### config.mk
export PLATFORM = sky130hd
export DESIGN_NAME = if_fetch_unit
export DESIGN_NICKNAME = d
export VERILOG_FILES = /design/src/rtl/if_fetch_unit.sv
export SDC_FILE = /design/constraint.sdc
export NUM_CORES = 1
export LEC_CHECK = 0
export CORE_MARGIN = 5
export CORE_UTILIZATION = 54
export CTS_CLUSTER_DIAMETER = 120
export DETAILED_ROUTE_END_ITERATION = 7
export PLACE_DENSITY_LB_ADDON = 0.15
export SLEW_MARGIN = 20
export SYNTH_ARGS = -nofsm -noshare
export SYNTH_HDL_FRONTEND = slang
export SYNTH_SLANG_ARGS = --single-unit
export TNS_END_PERCENT = 20
### constraint.sdc
create_clock -name clk -period 3.14 [get_ports clk]
set_input_delay 0.471 -clock clk [delete_from_list [all_inputs] [get_ports clk]]
set_output_delay 0.471 -clock clk [all_outputs]
set_load 0.05 [all_outputs]
### src/rtl/if_fetch_unit.sv
// Instruction-fetch stage: owns the PC, drives IMEM, and queues fetched
// instructions into a 2-entry skid buffer feeding decode over valid/ready.
module if_fetch_unit #(
   parameter int                  PC_WIDTH   = 32,
   parameter int                  INST_WIDTH = 32,
   parameter logic [PC_WIDTH-1:0] RESET_PC   = {PC_WIDTH{1'b0}}
) (
   input  logic                  clk,
   input  logic                  reset,
   output logic [PC_WIDTH-1:0]   imem_pc,
   input  logic [INST_WIDTH-1:0] imem_inst,
   input  logic                  redirect_valid,
   input  logic [PC_WIDTH-1:0]   redirect_pc,
   output logic                  id_valid,
   input  logic                  id_ready,
   output logic [PC_WIDTH-1:0]   id_pc,
   output logic [INST_WIDTH-1:0] id_inst,
   output logic                  misalign_err
);

   typedef enum logic [1:0] {
      ST_WARM = 2'd0,
      ST_RUN  = 2'd1,
      ST_HALT = 2'd2
   } state_e;

   localparam logic [PC_WIDTH-1:0] PC_STEP = {{(PC_WIDTH-3){1'b0}}, 3'b100};

   state_e                state_q,    state_d;
   logic [PC_WIDTH-1:0]   fetch_pc_q, fetch_pc_d;
   logic [1:0]            count_q,    count_d;
   logic [PC_WIDTH-1:0]   pc0_q,      pc0_d;
   logic [INST_WIDTH-1:0] inst0_q,    inst0_d;
   logic [PC_WIDTH-1:0]   pc1_q,      pc1_d;
   logic [INST_WIDTH-1:0] inst1_q,    inst1_d;

   logic       push_s;
   logic       pop_s;
   logic       flush_s;
   logic [1:0] wr_idx_s;

   assign imem_pc      = fetch_pc_q;
   assign id_valid     = (count_q != 2'd0);
   assign id_pc        = pc0_q;
   assign id_inst      = inst0_q;
   assign misalign_err = (state_q == ST_HALT);

   // Control: a redirect outranks push and pop; a misaligned target halts with fetch_pc held.
   always_comb begin
      state_d    = state_q;
      fetch_pc_d = fetch_pc_q;
      push_s     = 1'b0;
      pop_s      = 1'b0;
      flush_s    = 1'b0;
      if (redirect_valid) begin
         flush_s = 1'b1;
         if (redirect_pc[1:0] == 2'b00) begin
            fetch_pc_d = redirect_pc;
            state_d    = ST_RUN;
         end else begin
            state_d    = ST_HALT;
         end
      end else begin
         pop_s = id_valid && id_ready;
         case (state_q)
            ST_WARM: begin
               state_d = ST_RUN;
            end
            ST_RUN: begin
               push_s = (count_q != 2'd2) || pop_s;
               if (push_s) begin
                  fetch_pc_d = fetch_pc_q + PC_STEP;
               end else begin
                  fetch_pc_d = fetch_pc_q;
               end
            end
            ST_HALT: begin
               state_d = ST_HALT;
            end
            default: begin
               state_d = ST_WARM;
            end
         endcase
      end
   end

   // Skid buffer: entry 0 is always the head, so a pop shifts entry 1 down.
   always_comb begin
      count_d  = count_q;
      pc0_d    = pc0_q;
      inst0_d  = inst0_q;
      pc1_d    = pc1_q;
      inst1_d  = inst1_q;
      wr_idx_s = pop_s ? (count_q - 2'd1) : count_q;
      if (flush_s) begin
         count_d = 2'd0;
      end else begin
         case ({push_s, pop_s})
            2'b10:   count_d = count_q + 2'd1;
            2'b01:   count_d = count_q - 2'd1;
            default: count_d = count_q;
         endcase
         if (push_s && (wr_idx_s == 2'd0)) begin
            pc0_d   = fetch_pc_q;
            inst0_d = imem_inst;
         end else if (pop_s) begin
            pc0_d   = pc1_q;
            inst0_d = inst1_q;
         end else begin
            pc0_d   = pc0_q;
            inst0_d = inst0_q;
         end
         if (push_s && (wr_idx_s == 2'd1)) begin
            pc1_d   = fetch_pc_q;
            inst1_d = imem_inst;
         end else begin
            pc1_d   = pc1_q;
            inst1_d = inst1_q;
         end
      end
   end

   // State, PC and buffer registers with synchronous reset.
   always_ff @(posedge clk) begin
      if (reset) begin
         state_q    <= ST_WARM;
         fetch_pc_q <= RESET_PC;
         count_q    <= 2'd0;
         pc0_q      <= {PC_WIDTH{1'b0}};
         inst0_q    <= {INST_WIDTH{1'b0}};
         pc1_q      <= {PC_WIDTH{1'b0}};
         inst1_q    <= {INST_WIDTH{1'b0}};
      end else begin
         state_q    <= state_d;
         fetch_pc_q <= fetch_pc_d;
         count_q    <= count_d;
         pc0_q      <= pc0_d;
         inst0_q    <= inst0_d;
         pc1_q      <= pc1_d;
         inst1_q    <= inst1_d;
      end
   end

endmodule
==> flow_metrics.tcl <==
set metrics [dict create \
    status "finished clean" \
    max_freq_mhz 392 \
    power_w 0.00514 \
    synth_cell_types 56 \
    regArea_um2 3280 \
    gp_congestion 0.876 \
    drc 0 \
    die_h_um 123 \
    hp-start "redirect_valid" \
    setup_tns_ns 0 \
    worst-endpoint-required_ns 2.67 \
    syn_area_um2 6900 \
    grt_pass1_vias 6454 \
    num_io_pins 166 \
    rr_startpoint "count_q[0]$_SDFFE_PP0P_" \
    drive_gt1_frac 0.0679 \
    grt-ovfl-total 0 \
    layout_commonest_cell "dfxtp_1" \
    holdBufCountCts 0 \
    dieArea_um2 15100 \
    grt_max_degree 65 \
    worstMarginPinSlew_ns 0.633 \
    critPathMostFrequentCell "inv_1" \
    finalCritPeriodShare 0.812 \
    maxCapViolCount 0 \
    synth_xor_area_frac 0.00381 \
    slowest_delay_ns 0.84 \
    busiest_layer "met2" \
    cts_buffer_depth 2 \
    place_area_um2 8640 \
    drt-initial-drc-count 570 \
    grt_pass1_wl_mm 32.7 \
    die_x_um 123 \
    nets 1075 \
    hold_depth 2 \
    start_util 0.549 \
    grtUsageTotal 0.270 \
    antenna_found_initial 0 \
    h-tree-depth 4 \
    whs_ns 0.444 \
    period_minus_slack_ns 2.55 \
    cts.root.buffer_cell "clkbuf_16" \
    rsz0062_at_grt "false" \
    vias 6887 \
    cts_tree "done" \
    multi_input_area_um2 3270 \
    synthCells 873 \
    end_kind "output port" \
    drt_wl_total_mm 20.2 \
    synthAdderAreaFrac 0.00726 \
    hold_viol 0 \
    crit_family "buffers and inverters" \
    viasPerCell 5.80 \
    design.core.area_um2 12600 \
    synth-simple-area-share 0.212 \
    synth_fp_nets 945 \
    synth_warnings 0 \
    dp_hpwl_mm 12.9 \
    cp.arrival_ns 2.08 \
    hp-class "in -> reg" \
    leakage_nw 3.38 \
    crit_chain "inv_1 -> ha_1 -> inv_1 -> clkdlybuf4s50_1" \
    ys_ff_latch 164 \
    slowest_stage "clkdlybuf4s50_1" \
    final_cell_mix "164 x dfxtp_1, 163 x clkdlybuf4s50_1, 161 x nand2_1, 98 x nor2_1, 91 x a21oi_1" \
    dp_slack_ns 0.580 \
    path_buf_inv 3 \
    finalSetupViolations 0 \
    postCtsSetupRepairBufs 0 \
    ff2ff_path_depth 9 \
    synth_mux_area_frac 0.0116 \
    ctsResizeCount 0 \
    peakVddDrop_mv 0.340 \
    gr-usage-met3 0.0650 \
    wl_per_cell_um 17.0 \
    critPathKind "reg -> out" \
    clk_pin_slew_ns 0.06 \
    critPathMaxFanout 5 \
    reg2reg_slack_ns 0.69 \
    powerDensity_nw_per_um2 556 \
    met2_usage 0.424 \
    cp-start-kind "register" \
    synth_seq_area_share 0.476 \
    worst_r2r_endpoint "id_inst[21]$_SDFFE_PP0P_" \
    synth_compound_area_frac 0.235 \
    whs_endpoint "state_q[1]$_SDFFE_PP0P_" \
    synthFlopType "dfxtp_1" \
    fin_ws_ns 0.590 \
    design_area_um2 9240 \
    insertedDiodeCount 0 \
    drtAntennaViolNets 0 \
    slew_violations 0 \
    skew_ns 0.00634 \
    cts_num_sinks 164 \
    met1_usage 0.359 \
    insertion_delay_ns 0.42 \
    fillers 1006 \
    synth_edf_count 0 \
    row_count 41 \
    syn2layout_area_growth_pct 34.0 \
    synth_top_family_by_area "compound AO/OA/AOI/OAI gates" \
    ys_async_sr_fraction 0 \
    relSlewSlack 0.578 \
    cts-buffers-inserted 17 \
    synth_area_per_cell_um2 7.90 \
    firstDrtPassIters 5 \
    portBuffers 165 \
]
cell usage after synthesis, types with 3 or more instances:
library cell | instances | area share
dfxtp_1 | 164 | 0.48
nand2_1 | 161 | 0.088
nor2_1 | 98 | 0.053
a21oi_1 | 91 | 0.066
o22ai_1 | 71 | 0.064
o21ai_0 | 69 | 0.050
clkbuf_1 | 43 | 0.023
buf_2 | 17 | 0.012
nand3_1 | 15 | 0.011
and3_1 | 12 | 0.011
nor3_1 | 11 | 0.0080
o21ai_1 | 10 | 0.0073
nand4_1 | 9 | 0.0082
mux2i_1 | 8 | 0.012
inv_1 | 7 | 0.0038
a211oi_1 | 6 | 0.0065
nor4_1 | 6 | 0.0054
a32o_1 | 5 | 0.0073
and4_1 | 4 | 0.0051
buf_1 | 4 | 0.0022
buf_4 | 4 | 0.0044
ha_1 | 4 | 0.0073
o31ai_1 | 4 | 0.0044
a311oi_1 | 3 | 0.0038
a31oi_1 | 3 | 0.0027
o21a_1 | 3 | 0.0033
or3_1 | 3 | 0.0027
worst register-to-register path, cell delays in order (launching register included):
cell,delay [ns]
dfxtp_1,0.39
inv_1,0.12
ha_1,0.25
nand2b_1,0.20
a21oi_2,0.19
buf_4,0.24
a31o_2,0.52
buf_12,0.23
o21ai_0,0.08
nor2_1,0.16
cell type report:
cell class / instances / area share
flip-flops and latches: 164 / 0.355
multi-input cells: 628 / 0.354
repair buffers: 185 / 0.200
clock buffers: 23 / 0.0539
well taps: 172 / 0.0233
clock inverters: 9 / 0.0108
inverters: 7 / 0.00284
routing by layer:
metal / vias to the layer above / routed length, um
li1: 3340 / -
met1: 3230 / 8720
met2: 283 / 9450
met3: 34 / 1600
met4: 0 / 424
met5: - / 0
state kept, by name (all words and copies together) (netlist names):
register  count
id_inst      32
id_pc        32
imem_pc      32
inst1_q      32
pc1_q        32
count_q       2
state_q       2
power breakdown:
part | switching, W | internal [W] | total (W)
registers | 0.0000831 | 0.00216 | 0.00225
logic | 0.000509 | 0.000297 | 0.000807
clock network | 0.000816 | 0.00127 | 0.00208
total | 0.00141 | 0.00373 | 0.00514
per-stage QoR:
stage | instances | utilization
floorplan | 873 | -
global placement | 1156 | 0.688
detailed placement | 1156 | 0.688
CTS | 1188 | 0.735
global route | 1188 | 0.735
finish | 1188 | 0.735
how the worst max path moves through the flow:
stage | startpoint | endpoint | slack, ns | cells after the start
after floorplan | imem_pc[2]$_SDFFE_PP0P_ | imem_pc[22]$_SDFFE_PP0P_ | 0.61 | 7
after global placement | id_ready | pc1_q[4]$_SDFFE_PP0P_ | 0.63 | 7
after detailed placement | id_ready | pc1_q[11]$_SDFFE_PP0P_ | 0.58 | 7
after CTS | count_q[0]$_SDFFE_PP0P_ | id_valid | 0.59 | 4
after global routing | count_q[0]$_SDFFE_PP0P_ | id_valid | 0.51 | 4
final | count_q[0]$_SDFFE_PP0P_ | id_valid | 0.59 | 4
cells by family after synthesis:
logic type | Yosys count
adders and majority gates | 4
and+or+nand+nor | 334
DFF | 164
AOI/OAI and AO/OA | 279
xor gates and xnor gates | 3
buffers and inverters | 81
muxes | 8
Power figures use the tool's default switching activity.
